`src/rtl/out_burst_ctrl.sv`:
```
// out_burst_ctrl: plans 4KB-safe AXI4 write bursts for one output page
// and gates the upstream 64B beat stream onto the W channel.
module out_burst_ctrl #(
  parameter int ADDR_W          = 64,
  parameter int MAX_BEATS       = 64,
  parameter int MAX_OUTSTANDING = 8
) (
  input  logic              clk,
  input  logic              rst_n,
  input  logic              start,
  input  logic [ADDR_W-1:0] dest_addr,
  input  logic [31:0]       decompression_length,
  output logic              busy,
  output logic              done,
  output logic              error,
  input  logic              src_valid,
  input  logic              src_last,
  input  logic [511:0]      src_data,
  output logic              src_ready,
  output logic              awvalid,
  input  logic              awready,
  output logic [ADDR_W-1:0] awaddr,
  output logic [7:0]        awlen,
  output logic              wvalid,
  input  logic              wready,
  output logic [511:0]      wdata,
  output logic [63:0]       wstrb,
  output logic              wlast,
  input  logic              bvalid,
  output logic              bready,
  input  logic [1:0]        bresp
);

  localparam int OW = $clog2(MAX_OUTSTANDING + 1);

  typedef enum logic [1:0] {
    S_IDLE,
    S_RUN,
    S_DRAIN,
    S_DONE
  } state_t;

  state_t            r_state;
  state_t            w_state_nxt;
  logic [ADDR_W-1:0] r_aw_addr;
  logic [ADDR_W-1:0] r_w_addr;
  logic [26:0]       r_aw_rem;
  logic [26:0]       r_w_rem;
  logic [6:0]        r_w_cnt;
  logic [OW-1:0]     r_outst;
  logic [OW-1:0]     r_credit;
  logic [5:0]        r_len_lo;
  logic              r_error;

  logic [26:0]       w_total;
  logic [6:0]        w_aw_size;
  logic [6:0]        w_w_size;
  logic              w_aw_hs;
  logic              w_w_hs;
  logic              w_b_hs;
  logic              w_w_allowed;
  logic              w_w_end;
  logic              w_page_end;

  // min(remaining, MAX_BEATS, beats left before the next 4KB boundary)
  function automatic logic [6:0] f_burst(
    input logic [ADDR_W-1:0] a,
    input logic [26:0]       rem
  );
    logic [6:0] b4k;
    logic [6:0] s;
    b4k = 7'd64 - {1'b0, a[11:6]};
    s   = (b4k < 7'(MAX_BEATS)) ? b4k : 7'(MAX_BEATS);
    if (rem < {20'd0, s}) s = rem[6:0];
    return s;
  endfunction

  assign w_total = {1'b0, decompression_length[31:6]}
                 + {26'd0, |decompression_length[5:0]};

  assign w_aw_size = f_burst(r_aw_addr, r_aw_rem);
  assign w_w_size  = f_burst(r_w_addr, r_w_rem);

  assign busy   = (r_state != S_IDLE);
  assign done   = (r_state == S_DONE);
  assign bready = busy;
  assign error  = r_error;

  assign awvalid = (r_state == S_RUN) && (r_aw_rem != '0)
                && (r_outst < OW'(MAX_OUTSTANDING));
  assign awaddr  = r_aw_addr;
  assign awlen   = {1'b0, w_aw_size} - 8'd1;

  assign w_w_allowed = (r_credit != '0);
  assign wvalid      = src_valid & w_w_allowed;
  assign src_ready   = wready & w_w_allowed;
  assign wdata       = src_data;
  assign w_w_end     = (r_w_cnt == w_w_size - 7'd1);
  assign wlast       = w_w_allowed & w_w_end;
  assign w_page_end  = w_w_end && ({20'd0, w_w_size} == r_w_rem);
  assign wstrb = (w_page_end && r_len_lo != 6'd0)
               ? ~({64{1'b1}} << r_len_lo) : {64{1'b1}};

  assign w_aw_hs = awvalid & awready;
  assign w_w_hs  = wvalid & wready;
  assign w_b_hs  = bvalid & bready;

  always_comb begin
    w_state_nxt = r_state;
    unique case (r_state)
      S_IDLE: begin
        if (start) begin
          w_state_nxt = (decompression_length == 32'd0) ? S_DONE : S_RUN;
        end
      end
      S_RUN: begin
        if (r_aw_rem == '0 && r_w_rem == '0) w_state_nxt = S_DRAIN;
      end
      S_DRAIN: begin
        if (r_outst == '0) w_state_nxt = S_DONE;
      end
      S_DONE:  w_state_nxt = S_IDLE;
      default: w_state_nxt = S_IDLE;
    endcase
  end

  always_ff @(posedge clk) begin
    if (!rst_n) begin
      r_state   <= S_IDLE;
      r_aw_addr <= '0;
      r_w_addr  <= '0;
      r_aw_rem  <= '0;
      r_w_rem   <= '0;
      r_w_cnt   <= '0;
      r_outst   <= '0;
      r_credit  <= '0;
      r_len_lo  <= '0;
      r_error   <= 1'b0;
    end else begin
      r_state <= w_state_nxt;
      if (r_state == S_IDLE) begin
        if (start) begin
          r_aw_addr <= dest_addr;
          r_w_addr  <= dest_addr;
          r_aw_rem  <= w_total;
          r_w_rem   <= w_total;
          r_w_cnt   <= '0;
          r_outst   <= '0;
          r_credit  <= '0;
          r_len_lo  <= decompression_length[5:0];
          r_error   <= 1'b0;
        end
      end else begin
        if (w_aw_hs) begin
          r_aw_addr <= r_aw_addr + (ADDR_W'(w_aw_size) << 6);
          r_aw_rem  <= r_aw_rem - 27'(w_aw_size);
        end
        if (w_w_hs) begin
          if (w_w_end) begin
            r_w_cnt  <= '0;
            r_w_addr <= r_w_addr + (ADDR_W'(w_w_size) << 6);
            r_w_rem  <= r_w_rem - 27'(w_w_size);
          end else begin
            r_w_cnt <= r_w_cnt + 7'd1;
          end
        end
        r_outst  <= r_outst + OW'(w_aw_hs) - OW'(w_b_hs);
        // W may only run on bursts whose AW has already been accepted
        r_credit <= r_credit + OW'(w_aw_hs) - OW'(w_w_hs & w_w_end);
        if ((w_b_hs && bresp != 2'b00) ||
            (w_w_hs && src_last != w_w_end)) begin
          r_error <= 1'b1;
        end
      end
    end
  end

endmodule
```
`config.mk`:
```
export PLATFORM = sky130hd
export DESIGN_NAME = out_burst_ctrl
export DESIGN_NICKNAME = d
export VERILOG_FILES = /design/src/rtl/out_burst_ctrl.sv
export SDC_FILE = /design/constraint.sdc
export NUM_CORES = 1
export LEC_CHECK = 0
export ABC_AREA = 1
export CAP_MARGIN = 20
export CORE_AREA = 10 10 488 490
export CTS_CLUSTER_SIZE = 12
export DETAILED_ROUTE_END_ITERATION = 12
export DIE_AREA = 0 0 498 500
export GPL_ROUTABILITY_DRIVEN = 0
export HOLD_SLACK_MARGIN = 0.06
export SLEW_MARGIN = 10
export SYNTH_ARGS = -nofsm -noshare
export SYNTH_HDL_FRONTEND = slang
export SYNTH_SLANG_ARGS = --single-unit
```
`constraint.sdc`:
```
create_clock -name clk -period 5.85 [get_ports clk]
set_input_delay 0.8775 -clock clk [delete_from_list [all_inputs] [get_ports clk]]
set_output_delay 0.8775 -clock clk [all_outputs]
set_load 0.03 [all_outputs]
```
Word-level counts from Yosys, hierarchy flattened --
Cells that the tools add are included.
Cells by class: $add $sub $neg 14, multiply operators 0, divide/modulo/power cells 0, $lt $le $gt $ge 5, eq/ne operators 9, shift operators 1, mux-type cells 32, bitwise logic cells 8, reductions and logical operators 29
Operators by type and width (count):
- 64-bit two-way mux | 7
- 27-bit two-way mux | 6
- 64-bit by 13-bit adder with 64-bit output | 2
- 64-bit NOT | 1
- 64-bit by 6-bit left shift with 64-bit output, first input constant | 1
- 7-bit two-way mux | 8
- 27-bit zero test | 2
- 27-bit by 7-bit less-than comparator with 1-bit output | 2
- 27-bit by 7-bit subtractor with 27-bit output | 2
- 32-bit zero test | 1
- 26-bit by 1-bit adder with 27-bit output | 1
- 7-bit by 27-bit equality test with 1-bit output | 1
- 27-bit nonzero test | 1
- 7-bit less-than comparator, second input constant | 2
- 7-bit by 6-bit subtractor with 7-bit output, first input constant | 2
- 4-bit two-way mux | 3
- 2-bit nonzero test | 6
- 4-bit by 1-bit adder with 4-bit output | 2
- 2-bit two-way mux | 4
- 2-bit case mux with 4 select lines | 1
- 2-bit AND reduction | 4
- 4-bit by 1-bit subtractor with 4-bit output | 2
- 7-bit by 1-bit subtractor with 8-bit output, second input constant | 1
- 7-bit by 1-bit adder with 7-bit output, second input constant | 1
- other kinds (18) | 35
Storage, ports and cells: bits in registers 206, bits in latches 0, bits in writable memories 0, memory bits (read-only) 0, input port bits 618, output and inout port bits 656, word-level logic and storage cells 108, memories kept 0

Longest topological paths before layout --
Gate-level depths: netlist (run 1).
depth after elaboration 12, mapped depth 36, depth with buffers taken out 34

Worst setup path before layout (run 1) --
Ideal clock, no wire load.
kind reg-to-reg, from register r_aw_addr[7] (netlist: awaddr[7]), to register r_aw_addr[48] (netlist: awaddr[48]), library setup time 0.132 ns, data arrival time 5.121 ns, required time 5.718 ns, setup slack 0.597 ns, cell stages (with the launch flop) 31, path buffers 0, clock period less this slack 5.253 ns, cells stage by stage dfxtp_1 inv_1 ha_1 nand3_1 nor2_1 o22ai_1 o31ai_1 ha_1 nand2_1 inv_1 and3_1 nor4_2 nand2_1 nand2_1 o21ai_1 inv_1 ha_1 inv_1 fa_1 inv_1 nand3_1 nand2_1 inv_1 nor2_1 nor2_1 o21ai_1 nand2_1 nor4_1 xor2_1 o21ai_0 a21oi_1
On the way: word-level cells in the longest chain between the ends 8
Ends and longest elaborated chain:
- from (decl) | line 45 | logic [ADDR_W-1:0] r_aw_addr;
- from (signal assigned) | line 143 | r_aw_addr <= dest_addr;
- from (signal assigned) | line 155 | r_aw_addr <= r_aw_addr + (ADDR_W'(w_aw_size) << 6);
- 7-bit by 6-bit subtractor with 7-bit output | line 72 | b4k = 7'd64 - {1'b0, a[11:6]};
- 7-bit less-than comparator | line 73 | s = (b4k < 7'(MAX_BEATS)) ? b4k : 7'(MAX_BEATS);
- 7-bit two-way mux | line 73
- 27-bit by 7-bit less-than comparator with 1-bit output | line 74 | if (rem < {20'd0, s}) s = rem[6:0];
- 7-bit two-way mux | line 74
- 64-bit by 13-bit adder with 64-bit output (*) | line 155
- 64-bit two-way mux (*) | line 154 | if (w_aw_hs) begin
- 64-bit two-way mux (*) | line 141 | if (r_state == S_IDLE) begin
Every way passes the cells marked *; elsewhere a longest branch is shown, timed or not. The select of a mux whose other input is x is not followed. A chain may end at the register's enable or synchronous reset.

Final worst setup path (run 1) --
from register r_w_addr[6], to output port wstrb[13]
On the way: word-level cells in the longest chain between the ends 10, elaborated cells on any way between the ends 11, classes of those cells add/sub: 2; order compare: 2; eq/ne: 2; mux: 3; reduce/logical: 2
Ends and longest elaborated chain:
- from (decl) | line 46 | logic [ADDR_W-1:0] r_w_addr;
- from (signal assigned) | line 144 | r_w_addr <= dest_addr;
- from (signal assigned) | line 161 | r_w_addr <= r_w_addr + (ADDR_W'(w_w_size) << 6);
- 7-bit by 6-bit subtractor with 7-bit output (*) | line 72
- 7-bit less-than comparator | line 73
- 7-bit two-way mux (*) | line 73
- 27-bit by 7-bit less-than comparator with 1-bit output | line 74
- 7-bit two-way mux (*) | line 74
- 7-bit by 1-bit subtractor with 7-bit output | line 98 | assign w_w_end = (r_w_cnt == w_w_size - 7'd1);
- 7-bit equality test | line 98
- 1-bit logical AND (*) | line 100 | assign w_page_end = w_w_end && ({20'd0, w_w_size} == r_w_rem);
- 1-bit logical AND (*) | line 101 | assign wstrb = (w_page_end && r_len_lo != 6'd0)
- 64-bit two-way mux (*) | line 102 | ? ~({64{1'b1}} << r_len_lo) : {64{1'b1}};
- to (decl) | line 27 | output logic [63:0] wstrb,
Every way passes the cells marked *; elsewhere a longest branch is shown, timed or not.

==> results of run 1 <==
[through the flow]
stage          TNS (ns)  cells
2_1_floorplan         0   2773
3_3_place_gp          0   5492
3_5_place_dp          0   5492
4_1_cts               0   5525
5_1_grt        -0.00125   5535
6_report              0   5535
[critical path: stages (launching register included)]
cell and delay, ns:
dfxtp_2 0.36, inv_1 0.09, ha_1 0.24, nand3_1 0.13
nand2_1 0.06, nand2_1 0.06, o21a_1 0.13, inv_1 0.05
ha_1 0.30, nand2_1 0.08, a21oi_1 0.04, nor2_2 0.16
nand3_4 0.13, buf_4 0.19, nand2_1 0.07, nand2_2 0.10
ha_4 0.30, nand2_1 0.06, nor2_1 0.11, nand4_1 0.11
a21oi_2 0.11, nand3_1 0.08, nor2_2 0.15, buf_6 0.16
nand4_4 0.21, clkinv_4 0.14, nand3b_1 0.29, buf_6 0.27
[layout by cell type, fill, tap and decap left out, drive strengths merged, types with 2 or more instances in the layout]
cell,netlist,routed
nand2,520,520
nor2,355,355
inv,273,281
nand3,197,197
clkdlybuf4s50,0,178
o21ai,168,168
a21oi,149,149
dfxtp,148,148
buf,536,72
nand4,60,61
ha,58,58
nor3,48,48
dlygate4sd2,0,44
xor2,34,34
nor4,31,31
a31oi,23,23
o211ai,22,22
clkbuf,63,21
xnor2,16,16
or2,16,16
nand3b,9,9
clkinv,2,9
o22ai,7,7
o31ai,7,7
a21o,6,6
fa,6,6
a211oi,4,4
diode,0,2
and3,2,2
o21a,2,2
o21bai,2,2
a311oi,2,2
and2,2,2
[logic make-up after synthesis]
| family | Yosys count | synth area share (%) |
|---|---|---|
| fa+ha+maj | 64 | 4.95 |
| other cells | 1 | 0.0219 |
| buf+inv | 874 | 30.8 |
| simple gates | 1240 | 31.7 |
| xor+xnor | 50 | 2.56 |
| flops | 148 | 17.3 |
| compound gates | 396 | 12.6 |
[routing by layer]
| metal | global-route usage [%] | vias up |
|---|---|---|
| li1 | - | 7934 |
| met1 | 6.88 | 7732 |
| met2 | 16.1 | 1303 |
| met3 | 13.5 | 449 |
| met4 | 7.85 | 10 |
| met5 | 1.07 | - |
[flip-flops by register name, summed over array words and instances, names as in the netlist]
register / flops
awaddr: 64
r_aw_rem: 27
r_w_rem: 27
r_w_cnt: 7
r_len_lo: 6
r_w_addr: 6
r_credit: 4
r_outst: 4
r_state: 2
error: 1
[path summary, 6_finish.rpt]
check            endpoint  slack (ns)  cells after the start
max             wstrb[13]        0.23                     27
min           r_credit[3]        0.47                      2
max reg2reg  r_aw_rem[23]        0.40                     25
min reg2reg   r_credit[3]        0.47                      2
[final cells by class]
class	count	area, um2	share of cell area [%]
flip-flops and latches	148	2970	14.6
clock buffers	17	425	2.09
multi-input cells	1752	9090	44.6
clock inverters	15	178	0.872
inverters	275	1050	5.18
well taps	3026	3790	18.6
repair inverters	1	5.00	0.0246
diodes	2	5.00	0.0246
repair buffers	299	2860	14.0
[power groups by stage]
stage | sequential (mW) | combinational (mW) | clock, mW
floorplan | 2.04 | 5.16 | 0
global route | 1.99 | 8.79 | 1.26
CTS | 1.92 | 7.85 | 1.24
detailed placement | 1.93 | 7.80 | 0
global placement | 1.94 | 7.79 | 0
finish | 1.95 | 7.99 | 1.22
[repair_timing]
| action | 4_1_cts | 5_1_grt |
|---|---|---|
| setup endpoints to repair | 57 | 63 |
| gates resized for setup | 68 | 41 |
| setup buffers | 1 | 6 |
| cloned | 0 | 2 |
| pin swaps | 0 | 8 |
==> reports/metrics.yaml, run 1 <==
floorplanning:
  dieHeight_um: 500
  start_util_pct: 7.48
  core_area_um2: 229000
  die_w_um: 498
  ios: 1274
  dieArea_um2: 249000
  rows: 176
global_routing:
  grt_pass1_wl_mm: 177
  grt_max_degree: 75
  gr-usage-all-layers_pct: 10.8
  gr-total-overflow: 0
  antenna_found_initial: 13
  grt_pass1_vias: 16149
power_and_ir_drop:
  p_comb_share_pct: 71.6
  ir_worst_vdd_uv: 296
  cellPowerDensity_nw_per_um2: 547
  power_mw: 11.2
  p_seq_share_pct: 17.5
  leakagePower_nw: 7.14
  power_switching_mw: 6.49
  p_int_mw: 4.66
  netSwitchingFraction_pct: 58.2
  clkPwrFrac_pct: 10.9
drt:
  vias: 17428
  routed_wl_mm: 143
  routed_via_density: 3.15
  route.met2.wl_mm: 59.8
  drc: 0
  wire_per_inst_um: 25.8
  met1_length_mm: 30.6
  dr.first_iter.drc_count: 1731
  highest_layer: "met5"
  firstDrtPassIters: 5
  wl_met3_mm: 40.2
  ant_nets: 0
synth:
  synth.area.top_cells: "buf_4, dfxtp_1, nand2_1"
  yosysTopAreaCellShare_pct: 22.7
  yosysSeqAreaShare_pct: 17.3
  netlist_area_um2: 17100
  ys_seq_elements: 148
  ys.flop_type: "dfxtp_1"
  synth_commonest_cells: "buf_4, nand2_1, nor2_1"
  synth.most_common_cell: "buf_4"
  synthCells: 2773
  synth.avg_cell_area_um2: 6.16
  yosysWarnings: 0
  ys_types: 51
  async_reset_ff_share_pct: 0
  syn_nets: 3455
  yosysTopAreaCell: "buf_4"
  synth_edf_count: 0
cts:
  tritoncts: "built"
  clock-sinks: 148
  clock_path_buffers: 2
  clk_pin_slew_ns: 0.08
  clock_latency_ns: 0.53
  cts-root-buf: "clkbuf_16"
  numCtsBuffers: 17
  cts-htree-levels: 4
  ctsHoldBuffers: 0
final_layout:
  areaGrowthSynthToFinish_pct: 19.3
  fill_cells: 27031
  fin_util_pct: 8.91
  drive_above_1_share_pct: 7.90
  stdcell_area_um2: 20400
  fin_nets: 3176
min_path:
  hp-start: "r_credit[3]"
  hp-class: "reg2reg"
placed_design:
  placed_cell_area_um2: 19600
  portBuffers: 248
  hpwl_mm: 127
  place_ws_ns: 0.209
critical_path:
  endpoint_kind: "output pin"
  cp-start-kind: "flop"
  r2r-start: "awaddr[7]"
  startpoint: "r_w_addr[6]"
  cp_max_fo: 8
  crit_required_ns: 4.97
  critPathKind: "reg2out"
  arrival_ns: 4.74
timing:
  hold_viol_final: 0
  worstMarginPinSlew_ns: 1.08
  period_share_pct: 96.0
  skew_ns: 0.0268
  finalMaxSlewViolations: 0
  worst_slack_ns: 0.233
  maxSlewHeadroom_pct: 27.4
  holdWs_ns: 0.468
  setup_viol: 0
  timing.fmax_mhz: 178
  fin_crit_ns: 5.62
flow_run:
  cap_violations: 0
status:
  outcome: "finished, final reports clean"
Power figures use the tool's default switching activity.
==> run 2, diff against run 1 <==
ABC_AREA = not set   (was 1)
CORE_AREA = 10 10 491 493   (was 10 10 488 490)
DIE_AREA = 0 0 501 503   (was 0 0 498 500)
==> reports/metrics.yaml, run 2 <==
drt:
  drc: 0  # unchanged
  wire_per_inst_um: 28.5  # +10%
  routed_wl_mm: 143  # +0.15%
  vias: 15816  # -9.2%
  firstDrtPassIters: 5  # unchanged
  routed_via_density: 3.15  # about the same
  dr.first_iter.drc_count: 1497  # -14%
  ant_nets: 0  # unchanged
cts:
  cts-root-buf: "clkbuf_16"
  tritoncts: "built"
  clk_pin_slew_ns: 0.07  # about the same
  numCtsBuffers: 17  # unchanged
  clock-sinks: 148  # unchanged
  cts-htree-levels: 4  # unchanged
  clock_path_buffers: 2  # unchanged
  clock_latency_ns: 0.48  # -0.05 ns
  ctsHoldBuffers: 0  # unchanged
min_path:
  hp-class: "reg2reg"
power_and_ir_drop:
  power_mw: 12.1  # +8.5%
  p_int_mw: 5.51  # +18%
  netSwitchingFraction_pct: 54.5  # -3.7 points
  power_switching_mw: 6.60  # +1.6%
  p_comb_share_pct: 76.4  # +4.8 points
  leakagePower_nw: 6.39  # -10%
  ir_worst_vdd_uv: 983  # +230%
  p_seq_share_pct: 14.2  # -3.3 points
  clkPwrFrac_pct: 9.3  # -1.6 points
  cellPowerDensity_nw_per_um2: 591  # +8.0%
floorplanning:
  dieArea_um2: 252000  # +1.2%
  core_area_um2: 231000  # +1.2%
  dieHeight_um: 503  # +0.60%
  ios: 1274  # unchanged
  die_w_um: 501  # +0.60%
  rows: 177  # +0.57%
  start_util_pct: 6.85  # -0.63 points
synth:
  async_reset_ff_share_pct: 0  # unchanged
  yosysTopAreaCell: "buf_4"
  ys_types: 87  # +71%
  ys.flop_type: "dfxtp_1"
  synth.area.top_cells: "buf_4, dfxtp_1, nand2_1"
  netlist_area_um2: 15800  # -7.3%
  yosysTopAreaCellShare_pct: 24.4  # +1.7 points
  syn_nets: 2862  # -17%
  synth_commonest_cells: "buf_4, nand2_1, dfxtp_1"
  synth.most_common_cell: "buf_4"
  yosysWarnings: 0  # unchanged
  ys_seq_elements: 148  # unchanged
  synth_edf_count: 0  # unchanged
  yosysSeqAreaShare_pct: 18.7  # +1.4 points
  synth.avg_cell_area_um2: 7.27  # +18%
  synthCells: 2180  # -21%
timing:
  skew_ns: 0.0139  # -0.0129 ns
  finalMaxSlewViolations: 0  # unchanged
  setup_viol: 64  # +64
  rsz0062_at_grt: "true"
  timing.fmax_mhz: 157  # -12%
  maxSlewHeadroom_pct: 21.9  # -5.5 points
  fin_crit_ns: 6.37  # +0.748 ns
  worst_slack_ns: -0.515  # -0.748 ns
  hold_viol_final: 0  # unchanged
  worstMarginPinSlew_ns: 1.17  # +0.0910 ns
  holdWs_ns: 0.460  # -0.00856 ns
  period_share_pct: 109  # +13 points
global_routing:
  antenna_found_initial: 9  # -4
  gr-usage-all-layers_pct: 10.5  # -0.28 points
  grt_pass1_vias: 14926  # -7.6%
  grt_max_degree: 67  # -11%
  grt_pass1_wl_mm: 173  # -2.3%
  gr-total-overflow: 0  # unchanged
critical_path:
  arrival_ns: 5.49  # +0.75 ns
  critPathKind: "reg2out"
  crit_required_ns: 4.97  # about the same
  cp_max_fo: 6  # -2
  cp-start-kind: "flop"
  endpoint_kind: "output pin"
placed_design:
  place_ws_ns: -0.423  # -0.632 ns
  portBuffers: 248  # unchanged
  hpwl_mm: 125  # -1.4%
status:
  outcome: "finished, violations left"
  violations: "setup timing"
final_layout:
  fin_util_pct: 8.85  # -0.069 points
  largest_reg_flops: 64  # unchanged
  drive_above_1_share_pct: 19.5  # +12 points
  fin_nets: 2648  # -17%
  fill_cells: 26799  # -0.86%
  final_common_cell: "clkdlybuf4s50_1"
  areaGrowthSynthToFinish_pct: 29.2
  final_cell_mix: "clkdlybuf4s50_1, nand2_1, dfxtp_1, buf_4, nor2_1"
flow_run:
  cap_violations: 0  # unchanged
-- run 2: cell count changes after synthesis, sizes merged, moves of 23 or more --
| cell | before | now |
|---|---|---|
| nand2 | 520 | 199 |
| nand3 | 197 | 64 |
| a211oi | 4 | 28 |
| o21ai | 168 | 139 |
| clkbuf | 63 | 101 |
| nand4 | 60 | 24 |
| a311oi | 2 | 27 |
| or3 | 0 | 23 |
| nor2 | 355 | 122 |
| nor3 | 48 | 79 |
| a21oi | 149 | 119 |
| inv | 273 | 76 |
| and3 | 2 | 25 |
-- run 2: final cells by class --
| class | count | area, um2 | share of cell area [%] |
|---|---|---|---|
| Antenna cell | 5 | 12.5 | 0.0611 |
| Clock buffer | 19 | 433 | 2.11 |
| Clock inverter | 13 | 125 | 0.611 |
| Inverter | 76 | 297 | 1.45 |
| Multi-Input combinational cell | 1327 | 8900 | 43.5 |
| Sequential cell | 148 | 2970 | 14.5 |
| Tap cell | 3043 | 3810 | 18.6 |
| Timing Repair Buffer | 396 | 3930 | 19.2 |
-- run 2: per-layer routing --
metal	vias to the layer above	share of wire, %	track usage [%]
li1	6800	-	-
met3	463	30	14.0
met2	1372	43	15.8
met1	7177	19	5.96
met5	-	0.15	0.676
met4	4	9.0	8.22
-- run 2: what timing repair did --
item | CTS | global route
pin swaps | 15 | 28
endpoints found under the setup margin | 66 | 92
endpoints found under the hold margin | 0 | 0
resized for setup | 297 | 139
cloned | 3 | 2
buffers inserted | 16 | 19
-- run 2: critical path: stages, from the launching register on --
cell,delay [ns]
dfxtp_4,0.35
clkinv_4,0.05
ha_4,0.11
or4b_4,0.47
or2_4,0.26
ha_4,0.22
a21oi_2,0.14
nand2_2,0.06
or4_4,0.45
nor2_4,0.14
nand2_1,0.08
a21boi_4,0.16
ha_4,0.23
xnor2_2,0.14
a311o_1,0.37
nor4_1,0.27
a31oi_1,0.09
buf_4,0.15
mux2i_4,0.15
nand3_2,0.12
buf_12,0.16
nor3_4,0.24
buf_12,0.17
buf_8,0.13
o21ai_1,0.07
buf_4,0.21
-- run 2: cell families after synthesis --
family	after synthesis	share of synthesized area [%]
AOI/OAI and AO/OA	522	21.6
adders and majority gates	64	5.34
and+or+nand+nor	668	21.2
muxes	12	0.766
DFF	148	18.7
xor gates and xnor gates	60	3.32
buffers and inverters	705	29.1
other	1	0.0237
-- run 2: power by group through the flow --
stage / logic (mW) / clock network, mW / registers [mW]
3_3_place_gp: 8.92 / 0 / 1.71
4_1_cts: 9.14 / 1.15 / 1.70
6_report: 9.25 / 1.13 / 1.72
3_5_place_dp: 9.01 / 0 / 1.72
2_1_floorplan: 5.73 / 0 / 1.86
5_1_grt: 10.1 / 1.19 / 1.76
-- run 2: final timing paths --
| path | slack (ns) | startpoint | endpoint | cells after the start |
|---|---|---|---|---|
| setup / recovery | -0.52 | r_w_addr[7] | wstrb[25] | 25 |
| hold / removal | 0.46 | awaddr[3] | awaddr[3] | 2 |
| setup reg to reg | 0.14 | r_w_addr[7] | r_credit[1] | 29 |
| hold reg to reg | 0.46 | awaddr[3] | awaddr[3] | 2 |
-- run 2: metrics by stage --
step	TNS, ns	cells	cell area [um2]
after floorplan	-8.18	2180	16100
final	-25.10	5027	20500
after detailed placement	-17.46	4953	18900
after CTS	-26.21	5004	19900
after global placement	-17.25	4953	18900
after global routing	-37.73	5026	20500
